File: config.mk
export PLATFORM = sky130hd
export DESIGN_NAME = gpio_irq_pio
export DESIGN_NICKNAME = d
export VERILOG_FILES = /design/src/rtl/gpio_irq_pio.sv
export SDC_FILE = /design/constraint.sdc
export NUM_CORES = 1
export LEC_CHECK = 0
export CAP_MARGIN = 20
export CORE_ASPECT_RATIO = 1.75
export CORE_MARGIN = 1.5
export CORE_UTILIZATION = 23
export DETAILED_ROUTE_END_ITERATION = 10
export PLACE_DENSITY = 0.45
export SYNTH_ARGS = -nofsm -noshare
export SYNTH_HDL_FRONTEND = slang
export SYNTH_SLANG_ARGS = --single-unit
File: constraint.sdc
create_clock -name clk -period 3.1 [get_ports clk]
set_input_delay 0.93 -clock clk [delete_from_list [all_inputs] [get_ports clk]]
set_output_delay 0.93 -clock clk [all_outputs]
set_load 0.02 [all_outputs]
File: src/rtl/gpio_irq_pio.sv
// rtl/gpio_irq_pio.sv - debounced GPIO inputs with edge-capture IRQ and set/clear output register
module gpio_irq_pio #(
    parameter int                   IN_WIDTH        = 4,
    parameter int                   OUT_WIDTH       = 8,
    parameter int                   DEBOUNCE_CYCLES = 1000,
    parameter logic [OUT_WIDTH-1:0] OUT_RESET_VALUE = '0
) (
    input  logic                 clk,
    input  logic                 reset,
    input  logic [2:0]           avs_address,
    input  logic                 avs_read,
    input  logic                 avs_write,
    input  logic [31:0]          avs_writedata,
    output logic [31:0]          avs_readdata,
    output logic                 ins_irq,
    input  logic [IN_WIDTH-1:0]  coe_in,
    output logic [OUT_WIDTH-1:0] coe_out
);
    localparam int CNT_W = (DEBOUNCE_CYCLES > 0) ? $clog2(DEBOUNCE_CYCLES + 1) : 1;

    localparam logic [2:0] A_IN       = 3'd0;
    localparam logic [2:0] A_OUT      = 3'd1;
    localparam logic [2:0] A_OUT_SET  = 3'd2;
    localparam logic [2:0] A_OUT_CLR  = 3'd3;
    localparam logic [2:0] A_IRQ_MASK = 3'd4;
    localparam logic [2:0] A_EDGE_CAP = 3'd5;
    localparam logic [2:0] A_RISE_EN  = 3'd6;
    localparam logic [2:0] A_FALL_EN  = 3'd7;

    logic [IN_WIDTH-1:0]  sync1_q, sync2_q;
    logic [IN_WIDTH-1:0]  deb;
    logic [IN_WIDTH-1:0]  deb_prev_q;
    logic [IN_WIDTH-1:0]  irq_mask_q, irq_mask_d;
    logic [IN_WIDTH-1:0]  edge_cap_q, edge_cap_d;
    logic [IN_WIDTH-1:0]  rise_en_q, rise_en_d;
    logic [IN_WIDTH-1:0]  fall_en_q, fall_en_d;
    logic [OUT_WIDTH-1:0] out_q, out_d;
    logic [31:0]          readdata_q, readdata_d;
    logic                 irq_q, irq_d;

    logic [IN_WIDTH-1:0]  wd_in;
    logic [OUT_WIDTH-1:0] wd_out;
    logic [IN_WIDTH-1:0]  rise, fall, w1c;
    logic                 unused_wd;

    assign wd_in     = avs_writedata[IN_WIDTH-1:0];
    assign wd_out    = avs_writedata[OUT_WIDTH-1:0];
    assign unused_wd = ^avs_writedata;

    always_ff @(posedge clk or posedge reset) begin
        if (reset) begin
            sync1_q <= '0;
            sync2_q <= '0;
        end else begin
            sync1_q <= coe_in;
            sync2_q <= sync1_q;
        end
    end

    generate
        if (DEBOUNCE_CYCLES == 0) begin : g_no_deb
            assign deb = sync2_q;
        end else begin : g_deb
            localparam logic [CNT_W-1:0] LAST = CNT_W'(DEBOUNCE_CYCLES - 1);
            logic [CNT_W-1:0]    cnt_q [IN_WIDTH];
            logic [CNT_W-1:0]    cnt_d [IN_WIDTH];
            logic [IN_WIDTH-1:0] deb_q, deb_d;

            // Any sample that agrees with the accepted state restarts the stability count.
            always_comb begin
                deb_d = deb_q;
                for (int i = 0; i < IN_WIDTH; i++) begin
                    cnt_d[i] = '0;
                    if (sync2_q[i] != deb_q[i]) begin
                        if (cnt_q[i] == LAST) deb_d[i] = ~deb_q[i];
                        else                  cnt_d[i] = cnt_q[i] + 1'b1;
                    end
                end
            end

            always_ff @(posedge clk or posedge reset) begin
                if (reset) begin
                    deb_q <= '0;
                    for (int i = 0; i < IN_WIDTH; i++) cnt_q[i] <= '0;
                end else begin
                    deb_q <= deb_d;
                    for (int i = 0; i < IN_WIDTH; i++) cnt_q[i] <= cnt_d[i];
                end
            end

            assign deb = deb_q;
        end
    endgenerate

    assign rise = deb & ~deb_prev_q;
    assign fall = ~deb & deb_prev_q;
    assign w1c  = (avs_write && avs_address == A_EDGE_CAP) ? wd_in : '0;

    always_comb begin
        out_d      = out_q;
        irq_mask_d = irq_mask_q;
        rise_en_d  = rise_en_q;
        fall_en_d  = fall_en_q;
        if (avs_write) begin
            case (avs_address)
                A_OUT:      out_d      = wd_out;
                A_OUT_SET:  out_d      = out_q | wd_out;
                A_OUT_CLR:  out_d      = out_q & ~wd_out;
                A_IRQ_MASK: irq_mask_d = wd_in;
                A_RISE_EN:  rise_en_d  = wd_in;
                A_FALL_EN:  fall_en_d  = wd_in;
                default:    ;
            endcase
        end
        // A new edge beats a same-cycle clear on the same bit.
        edge_cap_d = (edge_cap_q & ~w1c) | (rise & rise_en_q) | (fall & fall_en_q);
        irq_d      = |(edge_cap_q & irq_mask_q);
    end

    always_comb begin
        readdata_d = '0;
        if (avs_read) begin
            case (avs_address)
                A_IN:       readdata_d = 32'(deb);
                A_OUT:      readdata_d = 32'(out_q);
                A_IRQ_MASK: readdata_d = 32'(irq_mask_q);
                A_EDGE_CAP: readdata_d = 32'(edge_cap_q);
                A_RISE_EN:  readdata_d = 32'(rise_en_q);
                A_FALL_EN:  readdata_d = 32'(fall_en_q);
                default:    readdata_d = '0;
            endcase
        end
    end

    always_ff @(posedge clk or posedge reset) begin
        if (reset) begin
            deb_prev_q <= '0;
            irq_mask_q <= '0;
            edge_cap_q <= '0;
            rise_en_q  <= '0;
            fall_en_q  <= '0;
            out_q      <= OUT_RESET_VALUE;
            readdata_q <= '0;
            irq_q      <= 1'b0;
        end else begin
            deb_prev_q <= deb;
            irq_mask_q <= irq_mask_d;
            edge_cap_q <= edge_cap_d;
            rise_en_q  <= rise_en_d;
            fall_en_q  <= fall_en_d;
            out_q      <= out_d;
            readdata_q <= readdata_d;
            irq_q      <= irq_d;
        end
    end

    assign avs_readdata = readdata_q;
    assign ins_irq      = irq_q;
    assign coe_out      = out_q;

endmodule

# ---- Word level (Yosys, flattened, before mapping)
# Cells that the tools add are included.
dict set report totals {
  out_inout_bits 41
  ff_bits 113
  elab_cells 79
  in_bits 43
}
dict set report classes {
  n_bitwise 18
  reduce_logical 12
  muxes 12
  n_addsub 4
  n_eq_ne 15
}
# cell n
set op_table {}
lappend op_table {{$mux W10} 8}
lappend op_table {{$pmux W8 S6} 1}
lappend op_table {{$add A10 B1 Y10 const B} 4}
lappend op_table {{$eq A10 B10 Y1 const B} 4}
lappend op_table {{$and A4 B4 Y4} 6}
lappend op_table {{$pmux W8 S3} 1}
lappend op_table {{$reduce_and A2 Y1} 8}
lappend op_table {{$eq A3 B3 Y1 const B} 4}
lappend op_table {{$not A4 Y4} 3}
lappend op_table {{$and A8 B8 Y8} 1}
lappend op_table {{$mux W8} 1}
lappend op_table {{$not A8 Y8} 1}
lappend op_table {{$or A4 B4 Y4} 2}
lappend op_table {{$or A8 B8 Y8} 1}
lappend op_table {{$eq A3 B2 Y1 const B} 2}
lappend op_table {{$mux W4} 1}
lappend op_table {{$ne A1 B1 Y1} 4}
lappend op_table {{$not A1 Y1} 4}
lappend op_table {{$reduce_or A4 Y1} 1}
lappend op_table {{$eq A3 B1 Y1 const B} 1}
lappend op_table {{$logic_not A3 Y1} 1}
lappend op_table {{$reduce_bool A3 Y1} 1}
lappend op_table {{$logic_and A1 B1 Y1} 1}

# ---- Depth between registers and ports, before layout
dict set report depth {
  depth_word 7
  depth_mapped 5
  depth_no_buf 5
}

# ---- Worst setup path before layout
# OpenSTA, ideal clock, no wires.
dict set report synth_path {
  kind {input port to flip-flop}
  from {input avs_address[0]}
  to {register rise_en_q[0]}
  required_time_ns 2.975
  setup_slack_ns 1.134
  arrival_ns 1.841
  cell_stages 4
  setup_time_ns 0.125
  path_cell_list {buf_6 buf_6 or3_4 mux2_2}
}
dict set report synth_between {
  elab_chain_cells 2
}
# element line
set synth_lines {}
lappend synth_lines {{start, declared} 10} ;# input logic [2:0] avs_address,
lappend synth_lines {{$eq A3 B3 Y1} 105} ;# case (avs_address)
lappend synth_lines {{$reduce_and A2 Y1 (no source line)} --}
lappend synth_lines {{end signal, assigned} 149} ;# rise_en_q <= rise_en_d;
lappend synth_lines {{end, declared} 35} ;# logic [IN_WIDTH-1:0] rise_en_q, rise_en_d;
# Every way passes these cells.
# A chain may end at the register's enable or synchronous reset.

# ---- Worst setup path in the final report
dict set report layout_path {
  from {input avs_address[0]}
  to {register out_q[6] (netlist: coe_out[6])}
}
dict set report layout_between {
  elab_chain_cells 3
  elab_cells_between_ends 6
  classes_between {eq/ne (3); mux (1); reduce/logical (2)}
}
# element line
set layout_lines {}
lappend layout_lines {{$eq A3 B1 Y1 or $eq A3 B2 Y1 (tied branches)} 105}
lappend layout_lines {{$reduce_bool A3 Y1 (no source line)} --}
lappend layout_lines {{$reduce_and A2 Y1 (no source line)} --}
lappend layout_lines {{end signal, assigned} 151} ;# out_q <= out_d;
lappend layout_lines {{end, declared} 37} ;# logic [OUT_WIDTH-1:0] out_q, out_d;
# Several ways; a longest one is shown, not always the timed one.

==> metrics.md <==
| Metric | Value |
|---|---|
| Met3 Use GR | `0.0221` |
| Largest net degree at the start of global routing | `90` |
| Comb power frac | `0.118` |
| Largest cells by area after synthesis | `dfrtp_1, mux2_2, buf_4` |
| RSZ-0062 raised after global routing | `false` |
| PortBufs | `35` |
| Fin. Hold Viols | `0` |
| VDD IR max | `0.207 mV` |
| Layout area overhead | `21.1%` |
| Hold_buf cts | `0` |
| Share of layout cells above drive strength 1 | `0.122` |
| Post-synth EDFFs | `0` |
| Cell Area, Synth | `~4200 um2` |
| Min cycle time layout | `approximately 2.5 ns` |
| Type of the tightest min-delay check | `flop to flop` |
| Synth Area in Compound Gates | `0.0979` |
| Vias/cell | `about 4.3` |
| Crit end category | `flop` |
| Xor and xnor area share after synthesis | `0.0559` |
| Initial antenna violation count | `0` |
| Clk Latency, worst-skew pair | `0.34 ns` |
| GR peak layer | `met2` |
| Hold Startpoint | `sync1_q[1]` |
| Worst-case reg-to-reg path depth | `5` |
| Dominant synthesized flop cell | `dfrtp_1` |
| Met1 Use GR | `0.108` |
| WP data required | `3.37 ns` |
| GR Util met2 | `0.189` |
| Grt total ovfl | `0` |
| Final GP Congestion | `0.760` |
| Share of total power in the clock network | `0.416` |
| R2R Setup Slk | `1.26 ns` |
| Drt first pass iters | `4` |
| Vias | `2913` |
| Post-Place Cells | `660` |
| Leak Pwr | `2.20 nW` |
| I/O pin count | `84` |
| Synth top area share | `0.526` |
| Worst Hold Depth | `0` |
| # clock sinks | `89` |
| Critical path arrival | `between 2 and 3 ns` |
| Drt wl/cell | `13.5 um` |
| Seq cells post-synth | `89` |
| Post-Synth Adder-Cell Area | `0.0118` |
| Post-CTS Setup Inserts | `0` |
| Die area | `between 15000 and 20000 um2` |
| Area of the core | `18100 um2` |
| WHS Endpoint | `sync2_q[1]` |
| Post-DRT Antenna Nets | `0` |
| Flop pwr share | `0.466` |
| Startpoint Class | `input port` |
| Die Ht | `182 um` |
| Run status | `complete, no violations` |
| Row count | `between 60 and 70` |
| Htree depth | `3` |
| CTS tree | `done` |
| Syn Inst Count | `between 300 and 400` |
| Simple-Gate Fraction of Synth Area | `0.179` |
| Cell area power density | `between 500 and 600 nW/um2` |
| Longest Clk Path Bufs | `2` |
| Number of unique standard cell types used by synthesis | `52` |
| Final period util | `0.810` |
| Critical R2R Launch | `g_deb.cnt_q[20]` |
| Reg2reg end | `deb[1]` |
| Int Power | `2.11 mW` |
| Setup TNS | `0 ns` |
| Die W | `106 um` |
| Root buffer cell | `clkbuf_16` |
| Final HPWL DP | `6630 um` |
| Max-slew violation count | `0` |
| Worst rel slew slack | `0.506` |
| Fin nets | `484` |
| First-pass GRT wire length | `15200 um` |
| Critical path class | `input port to flop` |
| Achievable Freq | `0.398 GHz` |
| Maxcap violations | `0` |
| DRT iter0 DRCs | `90` |
| Post-synthesis sequential area ratio | `0.526` |
| Yosys warns | `0` |
| Clock transition at path regs | `about 0.060 ns` |
| Net Sw Frac | `0.249` |
| Setup violations, final | `0` |
| Post_cts resized | `0` |
| Starting Density | `0.234` |
| Largest fanout on the critical path | `11` |
| P_sw | `697 uW` |
| Commonest cells post-synth | `dfrtp_1, nor2_1, nand2_1` |
| Mux share of post-synthesis cell area | `0.0716` |
| Avg Inst Size Synth | `10.8 um2` |
| Layout Cells excl Fill | `676` |
| Wirelength, routed | `9110 um` |
| GRT Overall Usage | `0.101` |
| CTS buffer count | `9` |
| DRC violations left | `0` |
| Number of global-route vias before repair | `roughly 3000` |
| Ys async rst share | `1.00` |
| Largest family of logic cells by synthesized area | `simple AND/OR/NAND/NOR gates` |
| Cell taking the most area after synthesis | `dfrtp_1` |
| Diode count | `0` |
| Top-count cell post-synth | `dfrtp_1` |
| Worst slew pin tran | `0.737 ns` |
| Worst Skew | `0.00525 ns` |
## state kept, by name (all words and copies together), names as in the netlist
name	cells
avs_readdata	8
coe_out	8
deb	4
deb_prev_q	4
edge_cap_q	4
fall_en_q	4
g_deb.cnt_q	40
ins_irq	1
irq_mask_q	4
rise_en_q	4
sync1_q	4
sync2_q	4
## layout make-up
class / count / area [um2]
Clock inverter: 7 / 95.1
Multi-Input combinational cell: 290 / 1850
Tap cell: 234 / 293
Timing Repair Buffer: 41 / 408
Inverter: 6 / 26.3
Sequential cell: 89 / 2230
Fill cell: 1917 / 12900
Clock buffer: 9 / 225
## how the worst max path moves through the flow
stage,from,endpoint,slack [ns]
after CTS,avs_address[0],coe_out[2],0.57
after global routing,avs_address[0],coe_out[5],0.54
after global placement,avs_address[0],coe_out[6],0.24
after detailed placement,avs_address[0],coe_out[7],0.21
after floorplan,reset,avs_readdata[0],1.13
final,avs_address[0],coe_out[6],0.59
## per-stage QoR
step / setup WS [ns] / hold slack, ns / util / total power [mW] / cell area (um2)
5_1_grt: 0.537 / 0.361 / 0.284 / 2.95 / 5120
3_3_place_gp: 0.236 / 0.334 / 0.266 / 1.66 / 4800
3_5_place_dp: 0.210 / 0.335 / 0.266 / 1.67 / 4800
4_1_cts: 0.574 / 0.349 / 0.284 / 2.85 / 5120
6_report: 0.588 / 0.348 / 0.284 / 2.80 / 5120
2_1_floorplan: 1.13 / 0.331 / - / 1.54 / 4320
## logic make-up (layout without fill, tap and decap cells)
kind of cell | count (synthesis) | after routing
adder cells (fa/ha/maj) | 4 | 4
XOR/XNOR | 27 | 27
AND/OR/NAND/NOR | 149 | 149
other | 1 | 24
flip-flops | 89 | 89
multiplexers | 24 | 24
buffers and inverters | 35 | 63
AO/OA/AOI/OAI | 62 | 62
## layer usage
| layer | up-vias | wire (um) |
|---|---|---|
| met5 | - | 0 |
| met4 | 0 | 129 |
| met3 | 8 | 275 |
| met2 | 52 | 5050 |
| met1 | 1429 | 3650 |
| li1 | 1424 | - |
## critical path: stages
cell and delay, ns:
clkdlybuf4s50_1 0.81, xnor2_1 0.16, nor3b_2 0.63, a22o_1 0.25
## power by group through the flow
stage	Combinational, mW	Clock [mW]	Sequential [mW]
CTS	0.339	1.21	1.31
floorplan	0.198	0	1.34
global route	0.364	1.26	1.32
global placement	0.337	0	1.33
detailed placement	0.338	0	1.33
finish	0.332	1.17	1.31
## placed cells by master (no fill, tap or decap), types with 4 or more instances in the layout
master / n
a21oi_1: 10
and2_1: 5
xor2_1: 13
o22ai_1: 4
a21o_1: 4
nand3_1: 25
ha_1: 4
nand2b_1: 4
clkbuf_16: 9
nor3_1: 4
a22oi_1: 5
inv_1: 5
and3_1: 9
a31oi_1: 4
o21ai_0: 16
dfrtp_1: 89
xnor2_1: 14
clkdlybuf4s50_1: 35
conb_1: 24
a22o_1: 8
buf_4: 5
nand2_1: 34
nand4_1: 5
nand3b_1: 4
nor2_1: 41
mux2_2: 19
Power figures use the tool's default switching activity.
